$ cat src/rtl/ad7276_pkg.sv
// ----------------------------------------------------------------------------
// ad7276_pkg
// Shared definitions for the AD7276 serial ADC emulator.
//   state_t       : frame sequencer states (IDLE, LEAD, DATA, TAIL)
//   AD7276_DATA_W : default sample width (12 bits)
//   AD7276_LEAD_Z : default number of leading-zero bit slots (2)
//   FRAME_SCLK    : sclk periods in one standard frame (16)
// ----------------------------------------------------------------------------
package ad7276_pkg;

    typedef enum logic [1:0] {
        IDLE = 2'd0,
        LEAD = 2'd1,
        DATA = 2'd2,
        TAIL = 2'd3
    } state_t;

    localparam int AD7276_DATA_W = 12;
    localparam int AD7276_LEAD_Z = 2;
    localparam int FRAME_SCLK    = 16;

endpackage

$ cat src/rtl/ad7276_emu_fifo.sv
// ----------------------------------------------------------------------------
// ad7276_emu_fifo
// Synchronous sample buffer with show-ahead read (rd_data is the head entry).
// Ports:
//   clk, rst       : clock, asynchronous active-high reset (pointers only)
//   wr_en, wr_data : push request and data; ignored while full
//   rd_en          : pop request; ignored while empty
//   rd_data        : current head entry (valid when empty = 0)
//   full, empty    : occupancy flags
// DEPTH must be a power of two, at least 2.
// ----------------------------------------------------------------------------
module ad7276_emu_fifo #(
    parameter int DATA_W = 12,
    parameter int DEPTH  = 2
) (
    input  logic              clk,
    input  logic              rst,
    input  logic              wr_en,
    input  logic [DATA_W-1:0] wr_data,
    input  logic              rd_en,
    output logic [DATA_W-1:0] rd_data,
    output logic              full,
    output logic              empty
);

    localparam int AW = $clog2(DEPTH);

    logic [DATA_W-1:0] mem [DEPTH];
    // Pointers carry one extra wrap bit to tell full from empty.
    logic [AW:0]       wr_ptr;
    logic [AW:0]       rd_ptr;
    logic              do_wr;
    logic              do_rd;

    assign empty   = (wr_ptr == rd_ptr);
    assign full    = (wr_ptr == {~rd_ptr[AW], rd_ptr[AW-1:0]});
    assign do_wr   = wr_en & ~full;
    assign do_rd   = rd_en & ~empty;
    assign rd_data = mem[rd_ptr[AW-1:0]];

    always_ff @(posedge clk or posedge rst) begin
        if (rst) begin
            wr_ptr <= '0;
            rd_ptr <= '0;
        end else begin
            if (do_wr) wr_ptr <= wr_ptr + 1'b1;
            if (do_rd) rd_ptr <= rd_ptr + 1'b1;
        end
    end

    // Storage carries no reset; only the pointers define occupancy.
    always_ff @(posedge clk) begin
        if (do_wr) mem[wr_ptr[AW-1:0]] <= wr_data;
    end

endmodule

$ cat src/rtl/ad7276_emu.sv
// ----------------------------------------------------------------------------
// ad7276_emu
// Emulates the serial output of an AD7276 ADC. Samples are pushed into a
// small buffer; each csn frame from the master shifts out LEAD_Z leading
// zeros, the sample MSB first, then zeros until csn rises. csn and sclk are
// synchronous to clk and oversampled by it.
// Ports:
//   clk, rst             : clock, asynchronous active-high reset
//   ad7276_csn           : frame select from master, active low
//   ad7276_sclk          : serial clock from master, idle high
//   ad7276_sdata         : serial data to master (updated 1 clk after sclk fall)
//   s_data/s_valid/s_ready : sample push handshake
//   frame_done           : pulse when the last data bit slot is entered
//   underrun             : pulse when a frame starts with the buffer empty
//   frame_abort          : pulse when csn rises before the last data bit
// Optional (macro AD7276_EMU_STATS_EN):
//   underrun_cnt, abort_cnt : saturating 8-bit event counters
// LEAD_Z must be at least 1.
// ----------------------------------------------------------------------------
module ad7276_emu
    import ad7276_pkg::*;
#(
    parameter int DATA_W = AD7276_DATA_W,
    parameter int LEAD_Z = AD7276_LEAD_Z,
    parameter int FIFO_D = 2
) (
    input  logic              clk,
    input  logic              rst,
    input  logic              ad7276_csn,
    input  logic              ad7276_sclk,
    output logic              ad7276_sdata,
    input  logic [DATA_W-1:0] s_data,
    input  logic              s_valid,
    output logic              s_ready,
    output logic              frame_done,
    output logic              underrun,
    output logic              frame_abort
`ifdef AD7276_EMU_STATS_EN
    ,
    output logic [7:0]        underrun_cnt,
    output logic [7:0]        abort_cnt
`endif
);

    localparam int MAX_CNT = (DATA_W > LEAD_Z) ? DATA_W : LEAD_Z;
    localparam int CNT_W   = $clog2(MAX_CNT + 1);

    state_t              state;
    logic [CNT_W-1:0]    cnt;
    logic                csn_q;
    logic                sclk_q;
    logic                fall_sclk;
    logic                start;
    logic                frame_end;
    logic [DATA_W-1:0]   shreg;
    logic [DATA_W-1:0]   last;
    logic [DATA_W-1:0]   fifo_head;
    logic                fifo_full;
    logic                fifo_empty;
    logic                load;
    logic                pop;

    // Edge detection on the master's lines
    assign fall_sclk = sclk_q & ~ad7276_sclk & ~ad7276_csn;
    assign start     = csn_q & ~ad7276_csn;
    assign frame_end = ~csn_q & ad7276_csn;

    // start and frame_end are mutually exclusive (csn is either low or high),
    // so end always wins; a start outside IDLE is ignored.
    assign load    = start & (state == IDLE);
    assign pop     = load & ~fifo_empty;
    assign s_ready = ~fifo_full;

    ad7276_emu_fifo #(
        .DATA_W (DATA_W),
        .DEPTH  (FIFO_D)
    ) u_fifo (
        .clk     (clk),
        .rst     (rst),
        .wr_en   (s_valid),
        .wr_data (s_data),
        .rd_en   (pop),
        .rd_data (fifo_head),
        .full    (fifo_full),
        .empty   (fifo_empty)
    );

    // Frame sequencer
    always_ff @(posedge clk or posedge rst) begin
        if (rst) begin
            state        <= IDLE;
            cnt          <= '0;
            csn_q        <= 1'b1;
            sclk_q       <= 1'b1;
            ad7276_sdata <= 1'b0;
            last         <= '0;
            frame_done   <= 1'b0;
            underrun     <= 1'b0;
            frame_abort  <= 1'b0;
        end else begin
            csn_q       <= ad7276_csn;
            sclk_q      <= ad7276_sclk;
            frame_done  <= 1'b0;
            underrun    <= 1'b0;
            frame_abort <= 1'b0;
            if (frame_end) begin
                state        <= IDLE;
                cnt          <= '0;
                ad7276_sdata <= 1'b0;
                if (state == LEAD || state == DATA) frame_abort <= 1'b1;
            end else begin
                case (state)
                    IDLE: begin
                        ad7276_sdata <= 1'b0;
                        if (start) begin
                            // Slot 0 (a leading zero) is driven right away.
                            state <= (LEAD_Z > 1) ? LEAD : DATA;
                            cnt   <= '0;
                            if (fifo_empty) underrun <= 1'b1;
                            else            last     <= fifo_head;
                        end
                    end
                    LEAD: begin
                        if (fall_sclk) begin
                            ad7276_sdata <= 1'b0;
                            if (cnt == CNT_W'(LEAD_Z - 2)) begin
                                state <= DATA;
                                cnt   <= '0;
                            end else begin
                                cnt <= cnt + CNT_W'(1);
                            end
                        end
                    end
                    DATA: begin
                        if (fall_sclk) begin
                            ad7276_sdata <= shreg[DATA_W-1];
                            if (cnt == CNT_W'(DATA_W - 1)) begin
                                state      <= TAIL;
                                cnt        <= '0;
                                frame_done <= 1'b1;
                            end else begin
                                cnt <= cnt + CNT_W'(1);
                            end
                        end
                    end
                    TAIL: begin
                        if (fall_sclk) ad7276_sdata <= 1'b0;
                    end
                    default: state <= IDLE;
                endcase
            end
        end
    end

    // Shift register: loaded at frame start (head, or last sample on
    // underrun), shifted MSB-first on each data slot.
    always_ff @(posedge clk) begin
        if (load)
            shreg <= fifo_empty ? last : fifo_head;
        else if (state == DATA && fall_sclk && !frame_end)
            shreg <= {shreg[DATA_W-2:0], 1'b0};
    end

`ifdef AD7276_EMU_STATS_EN
    function automatic logic [7:0] sat_inc(input logic [7:0] v);
        return (v == 8'hFF) ? v : v + 8'd1;
    endfunction

    always_ff @(posedge clk or posedge rst) begin
        if (rst) begin
            underrun_cnt <= 8'd0;
            abort_cnt    <= 8'd0;
        end else begin
            if (underrun)    underrun_cnt <= sat_inc(underrun_cnt);
            if (frame_abort) abort_cnt    <= sat_inc(abort_cnt);
        end
    end
`endif

endmodule

$ cat config.mk
export PLATFORM = sky130hd
export DESIGN_NAME = ad7276_emu
export DESIGN_NICKNAME = d
export VERILOG_FILES = /design/src/rtl/ad7276_pkg.sv /design/src/rtl/ad7276_emu_fifo.sv /design/src/rtl/ad7276_emu.sv
export SDC_FILE = /design/constraint.sdc
export NUM_CORES = 1
export LEC_CHECK = 0
export ABC_AREA = 1
export BUFFER_PORTS_ARGS = -buffer_cell sky130_fd_sc_hd__buf_2
export CAP_MARGIN = 20
export CORE_UTILIZATION = 45
export DETAILED_ROUTE_END_ITERATION = 10
export REMOVE_ABC_BUFFERS = 1
export SLEW_MARGIN = 20
export SYNTH_ARGS = -nofsm -noshare
export SYNTH_HDL_FRONTEND = slang
export SYNTH_SLANG_ARGS = --single-unit
$ cat constraint.sdc
create_clock -name clk -period 2.5 [get_ports clk]
set_input_delay 0.5 -clock clk [delete_from_list [all_inputs] [get_ports clk]]
set_output_delay 0.5 -clock clk [all_outputs]
set_load 0.05 [all_outputs]
==> flow_summary.yaml, run 1 <==
logic_synthesis:
  synth_top_area_cell: "sky130_fd_sc_hd__edfxtp_1"
  synth_simple_gate_area_share: 0.209
  synthXorXnorAreaFrac: 0.0240
  postSynthAreaPerCell_sq_um: 10.0
  register_bit_count_reported_by_yosys: 64
  synth_top_cells_by_area: "sky130_fd_sc_hd__edfxtp_1, sky130_fd_sc_hd__dfrtp_1, sky130_fd_sc_hd__nand2_1, sky130_fd_sc_hd__nand3_1, sky130_fd_sc_hd__inv_1"
  post_synth_fa_ha_maj_area_fraction: 0.0393
  synth-main-ff-cell: "sky130_fd_sc_hd__edfxtp_1"
  mappedNetlistArea_sq_um: 2860
  dominant_combinational_cell_family_by_area_after_synthesis: "simple AND/OR/NAND/NOR gates"
  async_flop_share: 0.438
  synth_sequential_area_ratio: 0.623
  synth_common_cells: "sky130_fd_sc_hd__nand2_1, sky130_fd_sc_hd__edfxtp_1, sky130_fd_sc_hd__inv_1"
  synth_cell_types: 21
  synth-warning-count: 0
  synthMostInstantiatedCell: "sky130_fd_sc_hd__nand2_1"
  synth-edff-count: 36
  synth-compound-area-share: 0.0402
  area_fraction_of_the_dominant_cell_type_after_synthesis: 0.378
  postSynthCellCount: 285
  synthMuxAreaShare: 0
layout:
  net_total_in_the_final_layout: 340
  num-fill-cells: 544
  drive_gt1_frac: 0.157
  flow.area_growth_from_synthesis_pct: 14.0
  layout.cell_area.non_filler_sq_um: 3260
  num_antenna_cells: 0
sta:
  grt_setup_unrepaired: "false"
  worst_slew_margin_rel: 0.656
  worst-slew-pin-transition_ns: 0.514
  setup_ws_ns: 0.572
  setup_viol: 0
  period_minus_slack_ns: 1.93
  drv_slew: 0
  ratio_of_final_minimum_period_to_clock_period: 0.771
  clock.fmax_ghz: 0.519
  final_hold_viol_count: 0
  fin_setup_tns_ns: 0
  fin_worst_skew_ns: 0.00784
floorplan:
  die_h_um: 81.8
  die_outline_area_sq_um: 6680
  die_x_um: 81.8
  placementRows: 28
  floorplan.initialDensity: 0.475
  core_area_sq_um: 6030
  pin_count: 22
job:
  max_cap_violations: 0
clocking:
  max-clock-path-buffers: 2
  cts_tree: "built"
  htreeDepth: 3
  postCtsHoldBufs: 0
  clk_latency_ns: 0.35
  cts-buffers-inserted: 9
  postCtsSetupRepairBufs: 0
  root_buffer: "sky130_fd_sc_hd__clkbuf_8"
  cts_repair_resized_insts: 0
  clkTransAtPathRegs_ns: 0.08
  clock_sink_count: 64
route:
  detail_route.first_pass.iterations: 4
  vias_post_dr: 1861
  drt_first_iter_violations: 101
  route.detailed.drc: 0
  post_detailed_route_via_to_cell_ratio: 4.72
  wl_per_cell_um: 12.0
  final_ant_viol_nets: 0
  detail_route.wirelength_mm: 4.73
setup_path:
  critical-path-slowest-cell: "sky130_fd_sc_hd__dfstp_2"
  required_ns: 2.49
  crit_path_max_incr_delay_ns: 0.53
  cp-start-kind: "register"
  path_cells: "inv_1 > ha_1 > nor2_1 > nand3_1 > nand2_1"
  r2r_end: "shreg[3]"
  critical_path_class: "reg -> reg"
  crit_fanout: 12
  critical_path.top_delay_family: "simple AND/OR/NAND/NOR gates"
  worst-endpoint-arrival_ns: 1.92
  worst_setup_path_startpoint: "csn_q"
  worstSetupEndpointType: "register"
  timing.reg2reg.setup_slack_ns: 0.57
  critPathBufInv: 1
  timing.reg2reg.worst_path_depth: 5
  crit_cells: 5
  critPathCapture: "shreg[3]"
  worst_r2r_startpoint: "csn_q"
placed_design:
  dp_worst_setup_slack_ns: 0.476
  portBuffers: 21
  finalWeightedCongestion: 0.838
  post-dp-hpwl_mm: 3.25
  place_area_sq_um: 3040
global_route:
  globalRoute.totalOverflow: 0
  grt_util_all_layers: 0.174
  via_count_of_the_first_global_routing_pass: 1799
  grt_antenna_before_repair: 0
  first_pass_grt_wire_length_mm: 8.21
  grt_start_max_net_pins: 29
power_and_ir_drop:
  p_leak_nw: 1.56
  design_power_total_mw: 3.82
  ir_worst_vdd_uv: 997
  power.density_cell_area_nw_per_um2: 1170
min_path:
  min-delay-path-class: "in -> async"
outcome:
  result_of_the_run: "finished, final reports clean"
[state kept, by name (all words and copies together), names as in the netlist, 2 cells and up]
name,cells
cnt,4
last,12
shreg,12
state,2
u_fifo.mem,24
u_fifo.rd_ptr,2
u_fifo.wr_ptr,2
[where the power goes]
group	total (mW)	internal, mW	switching [mW]
clock network	1.01	0.573	0.435
registers	1.60	1.45	0.147
logic	1.21	0.390	0.818
[final cells by class]
class / instances / area, sq um / area share
inverter: 32 / 120 / 0.0368
timing repair buffer: 26 / 143 / 0.0437
tap: 75 / 93.8 / 0.0288
clock buffer: 9 / 124 / 0.0380
multi-input combinational: 181 / 896 / 0.275
clock inverter: 7 / 103 / 0.0314
sequential: 64 / 1780 / 0.547
[routing by layer]
layer  GRT usage  up-vias  part of all wire
met5           0        -                 0
met4       0.100        0             0.022
met3      0.0589        9             0.045
met2       0.261       36              0.45
met1       0.220      835              0.49
li1            -      981                 -
[worst reg2reg max path: stages, from the launching register on]
cell and delay (ns):
sky130_fd_sc_hd__dfstp_2 0.53, sky130_fd_sc_hd__inv_1 0.04, sky130_fd_sc_hd__ha_1 0.25, sky130_fd_sc_hd__nor2_1 0.21, sky130_fd_sc_hd__nand3_1 0.12, sky130_fd_sc_hd__nand2_1 0.41
[worst min-delay path by stage]
stage | slack (ns) | depth (start not counted) | end | start
after floorplan | 0.44 | 2 | last[0] | last[0]
after global placement | 0.45 | 2 | last[0] | last[0]
after detailed placement | 0.46 | 2 | last[6] | last[6]
after CTS | 0.21 | 3 | underrun | rst
after global routing | 0.24 | 3 | underrun | rst
final | 0.20 | 3 | underrun | rst
[stage by stage]
step | util | cells | hold WS, ns
2_1_floorplan | - | 277 | 0.442
3_3_place_gp | 0.504 | 378 | 0.454
3_5_place_dp | 0.504 | 378 | 0.459
4_1_cts | 0.542 | 394 | 0.206
5_1_grt | 0.542 | 394 | 0.245
6_report | 0.542 | 394 | 0.202
[kinds of logic (layout without fill, tap and decap cells)]
family / count (synthesis) / count (layout)
adder cells (fa/ha/maj): 9 / 9
AND/OR/NAND/NOR: 143 / 143
XOR/XNOR: 7 / 7
AO/OA/AOI/OAI: 22 / 22
flip-flops: 64 / 64
buffers and inverters: 40 / 74
[cells in the final DEF (no fill, tap or decap), types with 2 or more instances in the layout]
cell type | synthesis | final
sky130_fd_sc_hd__nand2_1 | 92 | 92
sky130_fd_sc_hd__edfxtp_1 | 36 | 36
sky130_fd_sc_hd__inv_1 | 32 | 32
sky130_fd_sc_hd__nand3_1 | 31 | 31
sky130_fd_sc_hd__dfrtp_1 | 26 | 26
sky130_fd_sc_hd__buf_2 | 2 | 21
sky130_fd_sc_hd__o21ai_0 | 19 | 19
sky130_fd_sc_hd__nor2_1 | 14 | 14
sky130_fd_sc_hd__ha_1 | 9 | 9
sky130_fd_sc_hd__clkbuf_8 | 0 | 9
sky130_fd_sc_hd__xnor2_1 | 5 | 5
sky130_fd_sc_hd__buf_4 | 0 | 5
sky130_fd_sc_hd__inv_6 | 0 | 3
sky130_fd_sc_hd__nand2_2 | 2 | 2
sky130_fd_sc_hd__nand2_4 | 2 | 2
sky130_fd_sc_hd__o21bai_1 | 2 | 2
sky130_fd_sc_hd__bufinv_16 | 0 | 2
sky130_fd_sc_hd__dfstp_2 | 2 | 2
No activity file was read; power rests on OpenSTA's default activity.
==> run 2: changes to the inputs <==
Settings changed: ABC_AREA 1 to 0.
Clock period 2.5 ns to 1.9 ns, I/O delays scaled along.
==> run 2 against run 1 <==
Against the previous run: fmax up 4.8%; power up 50%; setup slack worse by 0.51 ns; sequential cell count unchanged; critical path type unchanged; critical endpoint is now cnt[3].
==> flow_summary.yaml, run 2 <==
floorplan:
  die_x_um: 81.9
  floorplan.initialDensity: 0.477
  die_outline_area_sq_um: 6700
  core_area_sq_um: 6030
  placementRows: 28
  die_h_um: 81.9
  pin_count: 22
logic_synthesis:
  async_flop_share: 0.438
  synth_top_cells_by_area: "sky130_fd_sc_hd__edfxtp_1, sky130_fd_sc_hd__dfrtp_1, sky130_fd_sc_hd__mux2i_1, sky130_fd_sc_hd__mux2_2, sky130_fd_sc_hd__ha_1"
  synth-edff-count: 36
  postSynthCellCount: 213
  synth_cell_types: 43
  synth_sequential_area_ratio: 0.621
  area_fraction_of_the_dominant_cell_type_after_synthesis: 0.376
  synth-warning-count: 0
  postSynthAreaPerCell_sq_um: 13.5
  register_bit_count_reported_by_yosys: 64
  synth_top_area_cell: "sky130_fd_sc_hd__edfxtp_1"
  synth-main-ff-cell: "sky130_fd_sc_hd__edfxtp_1"
  synthMostInstantiatedCell: "sky130_fd_sc_hd__edfxtp_1"
  synth_common_cells: "sky130_fd_sc_hd__edfxtp_1, sky130_fd_sc_hd__dfrtp_1, sky130_fd_sc_hd__mux2i_1"
  mappedNetlistArea_sq_um: 2870
placed_design:
  post-dp-hpwl_mm: 3.06
  dp_worst_setup_slack_ns: 0.00120
  place_inst: 313
  finalWeightedCongestion: 0.810
  portBuffers: 21
  place_area_sq_um: 3150
layout:
  flow.area_growth_from_synthesis_pct: 21.2
  largest_register_ffs: 24
  num-fill-cells: 501
  instances_no_fill: 334
  num_antenna_cells: 0
  layout.cell_area.non_filler_sq_um: 3480
  net_total_in_the_final_layout: 280
  finalCoreUtilization: 0.578
  layout_commonest_cell: "sky130_fd_sc_hd__edfxtp_1"
  final_cell_mix: "sky130_fd_sc_hd__edfxtp_1, sky130_fd_sc_hd__dfrtp_1, sky130_fd_sc_hd__buf_2, sky130_fd_sc_hd__mux2i_1, sky130_fd_sc_hd__nand2_1"
  drive_gt1_frac: 0.324
global_route:
  first_pass_grt_wire_length_mm: 7.34
  grt_util_all_layers: 0.159
  via_count_of_the_first_global_routing_pass: 1578
  grt_antenna_before_repair: 0
  globalRoute.totalOverflow: 0
  grt_start_max_net_pins: 17
route:
  detail_route.first_pass.iterations: 5
  post_detailed_route_via_to_cell_ratio: 5.11
  drt_first_iter_violations: 61
  detail_route.wirelength_mm: 4.81
  vias_post_dr: 1707
  final_ant_viol_nets: 0
  wl_per_cell_um: 14.4
  route.detailed.drc: 0
outcome:
  result_of_the_run: "finished, final reports clean"
sta:
  setup_viol: 0
  fin_setup_tns_ns: 0
  fin_worst_skew_ns: 0.00592
  worst-slew-pin-transition_ns: 0.593
  period_minus_slack_ns: 1.84
  clock.fmax_ghz: 0.543
  ratio_of_final_minimum_period_to_clock_period: 0.969
  worst_slew_margin_rel: 0.604
  final_hold_viol_count: 0
  drv_slew: 0
  setup_ws_ns: 0.0598
clocking:
  htreeDepth: 3
  postCtsHoldBufs: 0
  max-clock-path-buffers: 2
  clkTransAtPathRegs_ns: 0.07
  cts_tree: "built"
  clock_sink_count: 64
  clk_latency_ns: 0.34
  cts-buffers-inserted: 9
  root_buffer: "sky130_fd_sc_hd__clkbuf_8"
setup_path:
  crit_fanout: 6
  cp-start-kind: "register"
  critPathCapture: "cnt[3]"
  worst_r2r_startpoint: "state[0]"
  worst-endpoint-arrival_ns: 2.08
  critical-path-slowest-cell: "sky130_fd_sc_hd__dfrtp_1"
  r2r_end: "cnt[3]"
  required_ns: 2.14
  critical_path_class: "reg -> reg"
  path_cells: "inv_1 > ha_2 > nor2_2 > nor4_4 > nand2b_4 > o311ai_1"
  timing.reg2reg.worst_path_depth: 6
  worstSetupEndpointType: "register"
  timing.reg2reg.setup_slack_ns: 0.06
  crit_path_max_incr_delay_ns: 0.43
  worst_setup_path_startpoint: "state[0]"
power_and_ir_drop:
  power.density_cell_area_nw_per_um2: 1640
  ir_worst_vdd_uv: 941
  p_leak_nw: 1.49
min_path:
  min-delay-path-class: "in -> async"
job:
  max_cap_violations: 0
[run 2: routing by layer]
metal,vias to the layer above,track usage,part of all wire
li1,845,-,-
met1,815,0.198,0.45
met2,32,0.244,0.48
met3,15,0.0367,0.039
met4,0,0.111,0.031
met5,-,0,0
[run 2: worst max-delay path: cells and delay by family (launching register included)]
| family | cells | cell delay [ns] |
|---|---|---|
| buffers and inverters | 1 | 0.15 |
| DFF | 1 | 0.43 |
| and+or+nand+nor | 3 | 0.57 |
| AOI/OAI and AO/OA | 1 | 0.27 |
| adders and majority gates | 1 | 0.30 |
[run 2: power breakdown]
part / switching [mW] / leakage (nW) / internal (mW) / total, mW
Sequential: 0.189 / 0.675 / 1.94 / 2.13
Clock: 0.537 / 0.101 / 0.737 / 1.27
Combinational: 1.24 / 0.711 / 1.08 / 2.32
Total: 1.97 / 1.49 / 3.76 / 5.72
[run 2: logic make-up (layout without fill, tap and decap cells)]
| group | after synthesis | count (layout) | share of synthesized area |
|---|---|---|---|
| DFF | 64 | 64 | 0.621 |
| and+or+nand+nor | 51 | 51 | 0.100 |
| xor gates and xnor gates | 6 | 6 | 0.0209 |
| buffers and inverters | 21 | 67 | 0.0327 |
| muxes | 34 | 34 | 0.125 |
| adders and majority gates | 9 | 9 | 0.0392 |
| AOI/OAI and AO/OA | 28 | 28 | 0.0601 |
[run 2: final cells by class]
type | count | area [sq um] | share of cell area
Inverter | 14 | 52.6 | 0.0151
Clock buffer | 9 | 124 | 0.0356
Clock inverter | 7 | 96.3 | 0.0277
Multi-Input combinational cell | 128 | 1060 | 0.306
Timing Repair Buffer | 37 | 265 | 0.0762
Sequential cell | 64 | 1780 | 0.513
Tap cell | 75 | 93.8 | 0.0270
[run 2: through the flow]
| stage | hold slack, ns | total power [mW] |
|---|---|---|
| after floorplan | 0.384 | 3.63 |
| after global placement | 0.467 | 4.16 |
| after detailed placement | 0.474 | 4.20 |
| after CTS | 0.111 | 5.50 |
| after global routing | 0.131 | 6.08 |
| final | 0.0943 | 5.72 |
[run 2: how the worst min path moves through the flow]
stage | start | endpoint | slack (ns) | cells past startpoint
3_3_place_gp | last[9] | last[9] | 0.47 | 1
3_5_place_dp | last[7] | last[7] | 0.47 | 1
5_1_grt | rst | cnt[0] | 0.13 | 2
2_1_floorplan | ad7276_csn | csn_q | 0.38 | 0
6_report | rst | cnt[0] | 0.09 | 2
4_1_cts | rst | cnt[0] | 0.11 | 2
[run 2: repair_timing]
item                       CTS  global route
setup endpoints to repair    2             5
setup buffers                0             5
gates cloned                 0             0
gates resized for setup      1            12
pin swaps                    1             5
